===== config.mk =====
export PLATFORM = sky130hd
export DESIGN_NAME = distance_bcd_conv_flat
export DESIGN_NICKNAME = d
export VERILOG_FILES = /design/src/rtl/distance_bcd_conv_pkg.sv /design/src/rtl/distance_bcd_conv_if.sv /design/src/rtl/distance_bcd_conv_dd_add3.sv /design/src/rtl/distance_bcd_conv.sv /design/src/flat_wrapper.sv
export SDC_FILE = /design/constraint.sdc
export NUM_CORES = 1
export LEC_CHECK = 0
export BUFFER_PORTS_ARGS = -buffer_cell sky130_fd_sc_hd__buf_4
export CAP_MARGIN = 20
export CORE_UTILIZATION = 62
export DETAILED_ROUTE_END_ITERATION = 10
export GPL_TIMING_DRIVEN = 0
export MAX_ROUTING_LAYER = met4
export PLACE_DENSITY = 0.94
export RECOVER_POWER = 25
export SLEW_MARGIN = 40
export SYNTH_ARGS = -nofsm -noshare
export SYNTH_HDL_FRONTEND = slang
export SYNTH_HIERARCHICAL = 1
export SYNTH_SLANG_ARGS = --single-unit

===== constraint.sdc =====
create_clock -name i_clk -period 2.6 [get_ports i_clk]
set_input_delay 0.26 -clock i_clk [delete_from_list [all_inputs] [get_ports i_clk]]
set_output_delay 0.26 -clock i_clk [all_outputs]
set_load 0.05 [all_outputs]

===== src/rtl/distance_bcd_conv_pkg.sv =====
// Shared constants and FSM state type for the signed-distance to BCD converter.
// Defaults are shared with the display instantiation so both sides agree on widths.
package distance_bcd_conv_pkg;

   localparam int BCD_W          = 4;
   localparam int DATA_W_DEF     = 16;
   localparam int NUM_DIGITS_DEF = 5;

   typedef enum logic [1:0] {
      S_IDLE   = 2'd0,
      S_CONV   = 2'd1,
      S_COMMIT = 2'd2
   } state_e;

endpackage : distance_bcd_conv_pkg


===== src/rtl/distance_bcd_conv_if.sv =====
// Frame request / result bundle between the frame timing source and the converter.
// The slave side is the converter, the master side is whoever requests conversions.
interface distance_bcd_conv_if #(
   parameter int DATA_W     = 16,
   parameter int NUM_DIGITS = 5
);

   logic                    i_frame_start;
   logic [DATA_W-1:0]       i_distance;
   logic [4*NUM_DIGITS-1:0] o_digits;
   logic [NUM_DIGITS-1:0]   o_digit_en;
   logic                    o_minus;
   logic                    o_valid;
   logic                    o_busy;

   modport master (
      output i_frame_start,
      output i_distance,
      input  o_digits,
      input  o_digit_en,
      input  o_minus,
      input  o_valid,
      input  o_busy
   );

   modport slave (
      input  i_frame_start,
      input  i_distance,
      output o_digits,
      output o_digit_en,
      output o_minus,
      output o_valid,
      output o_busy
   );

endinterface : distance_bcd_conv_if


===== src/rtl/distance_bcd_conv_dd_add3.sv =====
// Double-dabble correction cell: a BCD nibble of 5 or more gets +3 before the shift.
module dd_add3
   import distance_bcd_conv_pkg::*;
(
   input  logic [BCD_W-1:0] din_i,
   output logic [BCD_W-1:0] dout_o
);

   assign dout_o = (din_i >= BCD_W'(5)) ? din_i + BCD_W'(3) : din_i;

endmodule : dd_add3


===== src/rtl/distance_bcd_conv.sv =====
// Iterative signed binary to BCD converter, one conversion per video frame.
// Digits, sign and blanking mask are committed together so the display never tears.
module distance_bcd_conv
   import distance_bcd_conv_pkg::*;
#(
   parameter int DATA_W     = DATA_W_DEF,
   parameter int NUM_DIGITS = NUM_DIGITS_DEF
) (
   input  logic                i_clk,
   input  logic                i_rst,
   distance_bcd_conv_if.slave  bus
);

   localparam int BCD_TOT = BCD_W * NUM_DIGITS;
   localparam int CNT_W   = $clog2(DATA_W + 1);

   state_e                 state_q;
   logic                   sign_q;
   logic [DATA_W-1:0]      mag_q;
   logic [BCD_TOT-1:0]     bcd_q;
   logic [CNT_W-1:0]       cnt_q;

   logic [BCD_TOT-1:0]     digits_q;
   logic [NUM_DIGITS-1:0]  digit_en_q;
   logic                   minus_q;
   logic                   valid_q;
   logic                   busy_q;

   logic [DATA_W-1:0]         mag_d;
   logic [BCD_TOT-1:0]        bcd_adj;
   logic [BCD_TOT+DATA_W-1:0] shift_d;
   logic [NUM_DIGITS-1:0]     digit_en_d;

   // Magnitude in DATA_W unsigned bits: the most negative value maps onto itself, which is correct.
   assign mag_d   = bus.i_distance[DATA_W-1] ? (~bus.i_distance + DATA_W'(1)) : bus.i_distance;
   assign shift_d = {bcd_adj, mag_q} << 1;

   generate
      for (genvar gi = 0; gi < NUM_DIGITS; gi++) begin : g_add3
         dd_add3 u_add3 (
            .din_i  (bcd_q[gi*BCD_W +: BCD_W]),
            .dout_o (bcd_adj[gi*BCD_W +: BCD_W])
         );
      end
   endgenerate

   // Leading-zero blanking: a digit shows if it or any higher digit is nonzero; ones always shows.
   assign digit_en_d[0] = 1'b1;
   generate
      for (genvar gi = 1; gi < NUM_DIGITS; gi++) begin : g_blank
         if (gi == NUM_DIGITS - 1) begin : g_top
            assign digit_en_d[gi] = |bcd_q[gi*BCD_W +: BCD_W];
         end else begin : g_mid
            assign digit_en_d[gi] = (|bcd_q[gi*BCD_W +: BCD_W]) | digit_en_d[gi+1];
         end
      end
   endgenerate

   always_ff @(posedge i_clk) begin
      if (i_rst) begin
         state_q    <= S_IDLE;
         sign_q     <= 1'b0;
         mag_q      <= '0;
         bcd_q      <= '0;
         cnt_q      <= '0;
         digits_q   <= '0;
         digit_en_q <= NUM_DIGITS'(1);
         minus_q    <= 1'b0;
         valid_q    <= 1'b0;
         busy_q     <= 1'b0;
      end else begin
         valid_q <= 1'b0;
         case (state_q)
            S_IDLE: begin
               if (bus.i_frame_start) begin
                  sign_q  <= bus.i_distance[DATA_W-1];
                  mag_q   <= mag_d;
                  bcd_q   <= '0;
                  cnt_q   <= '0;
                  busy_q  <= 1'b1;
                  state_q <= S_CONV;
               end
            end
            S_CONV: begin
               bcd_q <= shift_d[BCD_TOT+DATA_W-1:DATA_W];
               mag_q <= shift_d[DATA_W-1:0];
               cnt_q <= cnt_q + CNT_W'(1);
               if (cnt_q == CNT_W'(DATA_W - 1)) begin
                  state_q <= S_COMMIT;
               end
            end
            S_COMMIT: begin
               digits_q   <= bcd_q;
               digit_en_q <= digit_en_d;
               minus_q    <= sign_q;
               valid_q    <= 1'b1;
               busy_q     <= 1'b0;
               state_q    <= S_IDLE;
            end
            default: begin
               state_q <= S_IDLE;
               busy_q  <= 1'b0;
            end
         endcase
      end
   end

   assign bus.o_digits   = digits_q;
   assign bus.o_digit_en = digit_en_q;
   assign bus.o_minus    = minus_q;
   assign bus.o_valid    = valid_q;
   assign bus.o_busy     = busy_q;

endmodule : distance_bcd_conv

===== src/flat_wrapper.sv =====
// flat-port wrapper written by rule: the top's interface ports become plain ports
module distance_bcd_conv_flat import distance_bcd_conv_pkg::*;
#(
   parameter int DATA_W     = DATA_W_DEF,
   parameter int NUM_DIGITS = NUM_DIGITS_DEF
)
  (i_clk, i_rst, bus_i_frame_start, bus_i_distance, bus_o_digits, bus_o_digit_en, bus_o_minus, bus_o_valid, bus_o_busy);
  distance_bcd_conv_if #(.DATA_W(DATA_W), .NUM_DIGITS(NUM_DIGITS)) bus_i ();
  input  logic i_clk;
  input  logic i_rst;
  input wire logic [$bits(bus_i.i_frame_start)-1:0] bus_i_frame_start;
  input wire logic [$bits(bus_i.i_distance)-1:0] bus_i_distance;
  output wire logic [$bits(bus_i.o_digits)-1:0] bus_o_digits;
  output wire logic [$bits(bus_i.o_digit_en)-1:0] bus_o_digit_en;
  output wire logic [$bits(bus_i.o_minus)-1:0] bus_o_minus;
  output wire logic [$bits(bus_i.o_valid)-1:0] bus_o_valid;
  output wire logic [$bits(bus_i.o_busy)-1:0] bus_o_busy;
  assign bus_i.i_frame_start = bus_i_frame_start;
  assign bus_i.i_distance = bus_i_distance;
  assign bus_o_digits = bus_i.o_digits;
  assign bus_o_digit_en = bus_i.o_digit_en;
  assign bus_o_minus = bus_i.o_minus;
  assign bus_o_valid = bus_i.o_valid;
  assign bus_o_busy = bus_i.o_busy;
  distance_bcd_conv #(.DATA_W(DATA_W), .NUM_DIGITS(NUM_DIGITS)) u_core (.i_clk(i_clk), .i_rst(i_rst), .bus(bus_i));
endmodule

* After elaboration in Yosys (flattened, before gate mapping)
Index checks and enable logic that the tools add are counted.
Word-level totals: flip-flop bits (word level) 71, input port bits 19, output and inout port bits 28, word-level logic and storage cells 60
Operators by class: $add $sub $neg 7, order comparisons 5, eq/ne operators 5, multiplexer cells 18, bitwise operators 5, reduce and logical (&&, ||, !) cells 10
Operators by type and width (number):
- one-hot mux 20 bit (2 select lines) | 1
- two-way mux 16 bit | 2
- one-hot mux 16 bit (2 select lines) | 1
- >= comparator 4 x 3 -> 1 bit (second input constant) | 5
- two-way mux 20 bit | 1
- adder 16 x 1 -> 16 bit (second input constant) | 1
- adder 4 x 2 -> 4 bit (second input constant) | 4
- two-way mux 4 bit | 4
- NOT 16 bit | 1
- OR reduction 4 bit | 4
- one-hot mux 5 bit (2 select lines) | 1
- AND reduction 2 bit | 4
- adder 5 x 1 -> 5 bit (second input constant) | 1
- equality test 5 x 4 -> 1 bit (second input constant) | 1
- two-way mux 5 bit | 1
- two-way mux 2 bit | 2
- one-hot mux 2 bit (2 select lines) | 1
- adder 3 x 2 -> 3 bit (second input constant) | 1
- two-way mux 3 bit | 1
- OR 1 bit | 3
- equality test 2 x 1 -> 1 bit (second input constant) | 1
- equality test 2 bit (second input constant) | 1
- logical NOT 2 bit | 1
- two-way mux 1 bit | 2
- other kinds (5) | 5

* Depth between registers and ports, before layout
depth in word-level cells 5, mapped depth 7, gate-level depth less buffers 7

* Hierarchy
The synthesis kept the hierarchy.
Modules (own cells, without submodules):
- distance_bcd_conv | times used 1, cells an instance 363, area each 3060.4 µm², seq. area each 1421.4 µm²
- dd_add3 | times used 5, cells an instance 16, area each 101.3 µm², seq. area each 0.0 µm²

* Least setup slack after synthesis
No wires, ideal clock.
kind input to register, start in bus_i_distance[1], end reg u_core.mag_q[12], setup time 127 ps, arrival 1530 ps, required time 2473 ps, slack 943 ps, cell stages on the path 6, cells stage by stage inv_1 > ha_1 > or4b_4 > o41ai_4 > xor2_1 > o22ai_1
On the way: cells in the longest elaborated chain, start to end 5
RTL lines:
- start: declaration | line flat_wrapper.sv:12 | input wire logic [$bits(bus_i.i_distance)-1:0] bus_i_distance;
- NOT 16 bit | line distance_bcd_conv.sv:35 | assign mag_d = bus.i_distance[DATA_W-1] ? (~bus.i_distance + DATA_W'(1)) : bus.i_distance;
- adder 16 x 1 -> 16 bit | line distance_bcd_conv.sv:35
- two-way mux 16 bit | line distance_bcd_conv.sv:35
- two-way mux 16 bit | line distance_bcd_conv.sv:75 | if (bus.i_frame_start) begin
- one-hot mux 16 bit (2 select lines) | line distance_bcd_conv.sv:73 | case (state_q)
- end signal: assignment | line distance_bcd_conv.sv:77 | mag_q <= mag_d;
- end signal: assignment | line distance_bcd_conv.sv:86 | mag_q <= shift_d[DATA_W-1:0];
- end: declaration | line distance_bcd_conv.sv:19 | logic [DATA_W-1:0] mag_q;
No other way between the ends. The select of a mux whose other input is x is not followed. A chain may end at the register's enable or synchronous reset.

* Worst setup path after layout
start reg u_core.state_q[0], end reg u_core.bcd_q[9]
On the way: cells in the longest elaborated chain, start to end 3, elaborated cells between the ends (all ways) 6
RTL lines:
- start: declaration | line distance_bcd_conv.sv:17 | state_e state_q;
- start signal: assignment | line distance_bcd_conv.sv:61 | state_q <= S_IDLE;
- start signal: assignment | line distance_bcd_conv.sv:81 | state_q <= S_CONV;
- start signal: assignment | line distance_bcd_conv.sv:89 | state_q <= S_COMMIT;
- equality test 2 x 1 -> 1 bit / logical NOT 2 bit (equally long branches) | line distance_bcd_conv.sv:73
- nonzero test 2 bit (no source line) / inequality test 2 bit (equally long branches)
- AND reduction 2 bit (no source line)
- end signal: assignment | line distance_bcd_conv.sv:85 | bcd_q <= shift_d[BCD_TOT+DATA_W-1:DATA_W];
- end: declaration | line distance_bcd_conv.sv:20 | logic [BCD_TOT-1:0] bcd_q;
Parallel ways exist; a longest one is shown, timed or not.

==> impl_results.md <==
- RSZ-0062 raised after global routing: no
- Antenna-violating nets left: 0
- Die area: ~0.0060 mm²
- P&R area growth vs syn: 14.6%
- Pre-Repair DR Iteration Count: 5
- Grt met2 use: 51.5%
- Register Area: between 0.001 and 0.0015 mm²
- Slew at the pin closest to its max-slew limit: 0.712 ns
- Max Cap Viol: 0
- Routed WL: 8.46 mm
- CP Capture Type: register
- Period utilization: 78.8%
- YS warnings: 6
- Cells after synthesis: 439
- Fin crit period: 2.05 ns
- Via count: 3426
- End point of the critical path: u_core/bcd_q[9]
- Placed insts: 556
- Slew Limit Fails: 0
- Slew HR: 52.1%
- CTS Root Cell: clkbuf_8
- FF-to-FF path depth: 6
- Worst min-delay path class: input port to register
- I/O pins: 47
- Cell breakdown of the critical path: clkbuf_1 -> or3b_1 -> buf_2 -> buf_1 -> nand3_1 -> a21oi_1
- Setup violators final: 0
- Overflow after GRT: 0
- Largest net degree at the start of global routing: 11
- Met1 usage: 31.9%
- Worst r2r src: u_core/state_q[0]
- Final nets: roughly 530
- Die Wd: 77.6 µm
- R2R Setup Slk: about 0.55 ns
- Final cell count without fillers: approximately 570
- IO buf count: 45
- WP data required: 2.86 ns
- Core Rows: 27
- PwrDens: around 530 mW/mm²
- CP max stage delay: 0.37 ns
- Core Util, Final: between 70% and 80%
- Fmax: 0.488 GHz
- Fraction of layout cells with a size suffix above 1: 12.4%
- First-pass GRT wire length: 13.6 mm
- Pleak: 1.54 nW
- Clock sink count: 71
- Critical path arrival: 2.31 ns
- HPWL after detailed placement: 5.97 mm
- GRT Total Usage: between 20 and 30%
- DR vias/cell: around 6.0
- Vias in the first global route: ~3100
- Net count after synthesis: 471
- Fillers: ~430
- Clk_skew: 0.00390 ns
- Worst hold start: bus_i_distance[10]
- Post-synthesis cell area: roughly 0.0035 mm²
- Crit Path Class: register to register
- CTS tree: yes
- Initial antenna violation count: 0
- H-Tree Depth: 3
- Clock transition at the registers of the reported paths: roughly 0.070 ns
- Hold slack: 0.192 ns
- Power after layout: ~2.1 mW
- Setup Buffers After CTS: 0
- Final GP Congestion: between 0.8 and 0.9
- Crit path launch type: register
- Die Y: just under 80 µm
- GRT met3 Usage: 4.24%
- Initial core utilization: 64.4%
- Crit. Startpoint: u_core/state_q[0]
- Final hold violation count: 0
- Multi-input logic area: 0.00193 mm²
- Worst path slowest cell: buf_1
- Antenna cells: 0
- DR WL/cell: 14.8 µm
- CTS max path bufs: 2
- VDD IR max: 0.000282 V
- Post-CTS sizing: 0
- Avg Cell Area, Syn: 8.08 µm²
- Worst-Skew Late Latency: 0.34 ns
- Setup TNS: 0 ns
- CP max FO: 10
- Num CTS Buffers: 9
- Hold-fix buffers at CTS: 0
- Status: completed
- DR iter-0 viols: 332
- Core Area: about 0.0055 mm²
- R2R Path End: u_core/bcd_q[9]
- Post-route DRC: 0
- Grt peak-use layer: met2
critical path, delay by kind of cell, from the launching register on:
family                 cells  cell delay (ns)
AO/OA/AOI/OAI              1             0.23
buffers and inverters      3             0.96
flip-flops                 1             0.31
AND/OR/NAND/NOR            2             0.47
worst min path at each step:
| stage | slack, ns | to | cells past startpoint |
|---|---|---|---|
| floorplan | 0.41 | u_core/mag_q[10] | 2 |
| global placement | 0.44 | u_core/bus.o_digits[13] | 2 |
| detailed placement | 0.45 | u_core/bus.o_digits[13] | 2 |
| CTS | 0.18 | u_core/mag_q[10] | 3 |
| global route | 0.22 | u_core/mag_q[13] | 3 |
| finish | 0.19 | u_core/mag_q[10] | 3 |
cell usage in the layout (no fill, tap or decap), types with 2 or more instances in the layout:
cell / instances
or3_1: 2
dfxtp_1: 71
a31oi_1: 2
inv_1: 17
a21oi_2: 5
a31o_2: 2
nor2_1: 23
buf_4: 27
or2_2: 2
clkbuf_8: 12
nand3b_1: 2
o31ai_1: 3
ha_1: 13
buf_1: 5
and3b_1: 2
o41ai_2: 2
o21ai_0: 13
xnor2_1: 7
nor4_1: 5
a21oi_1: 52
buf_2: 5
clkbuf_1: 39
nor2b_1: 2
xor2_1: 6
nand3_1: 22
nand4_1: 5
o221ai_1: 2
a222oi_1: 4
and3_1: 6
o22ai_1: 6
mux2i_1: 5
a32oi_1: 2
o21ai_1: 4
nand2_1: 87
a22oi_1: 7
nand2b_1: 11
metrics by stage:
| step | instance area [µm²] | setup slack, ns |
|---|---|---|
| floorplan | 3550 | 0.943 |
| global placement | 3980 | 0.713 |
| detailed placement | 3980 | 0.658 |
| CTS | 4150 | 0.749 |
| global route | 4060 | 0.362 |
| finish | 4060 | 0.550 |
layer usage:
metal / wire length (µm) / vias up / share of wire [%]
met5: 0 / - / 0
met4: 258 / 0 / 3.0
met3: 498 / 28 / 5.9
met2: 4280 / 147 / 51
met1: 3430 / 1606 / 40
li1: - / 1645 / -
cell type report:
class / count / share of cell area, %
inverter: 17 / 1.57
tap: 72 / 2.22
sequential: 71 / 35.0
timing repair buffer: 45 / 6.19
multi-input combinational: 323 / 47.5
buffer: 28 / 3.20
clock buffer: 15 / 4.34
where the power goes:
group          switching (mW)  internal [mW]
registers              0.0131           1.11
logic                   0.144         0.0809
clock network           0.367          0.421
total                   0.524           1.61
state kept, by name, summed over array words and instances, names as in the netlist, 2 cells and up:
| signal | cells |
|---|---|
| u_core/bcd_q | 20 |
| u_core/bus.o_digit_en | 4 |
| u_core/bus.o_digits | 20 |
| u_core/cnt_q | 5 |
| u_core/mag_q | 16 |
| u_core/state_q | 2 |
Power figures use the tool's default switching activity.
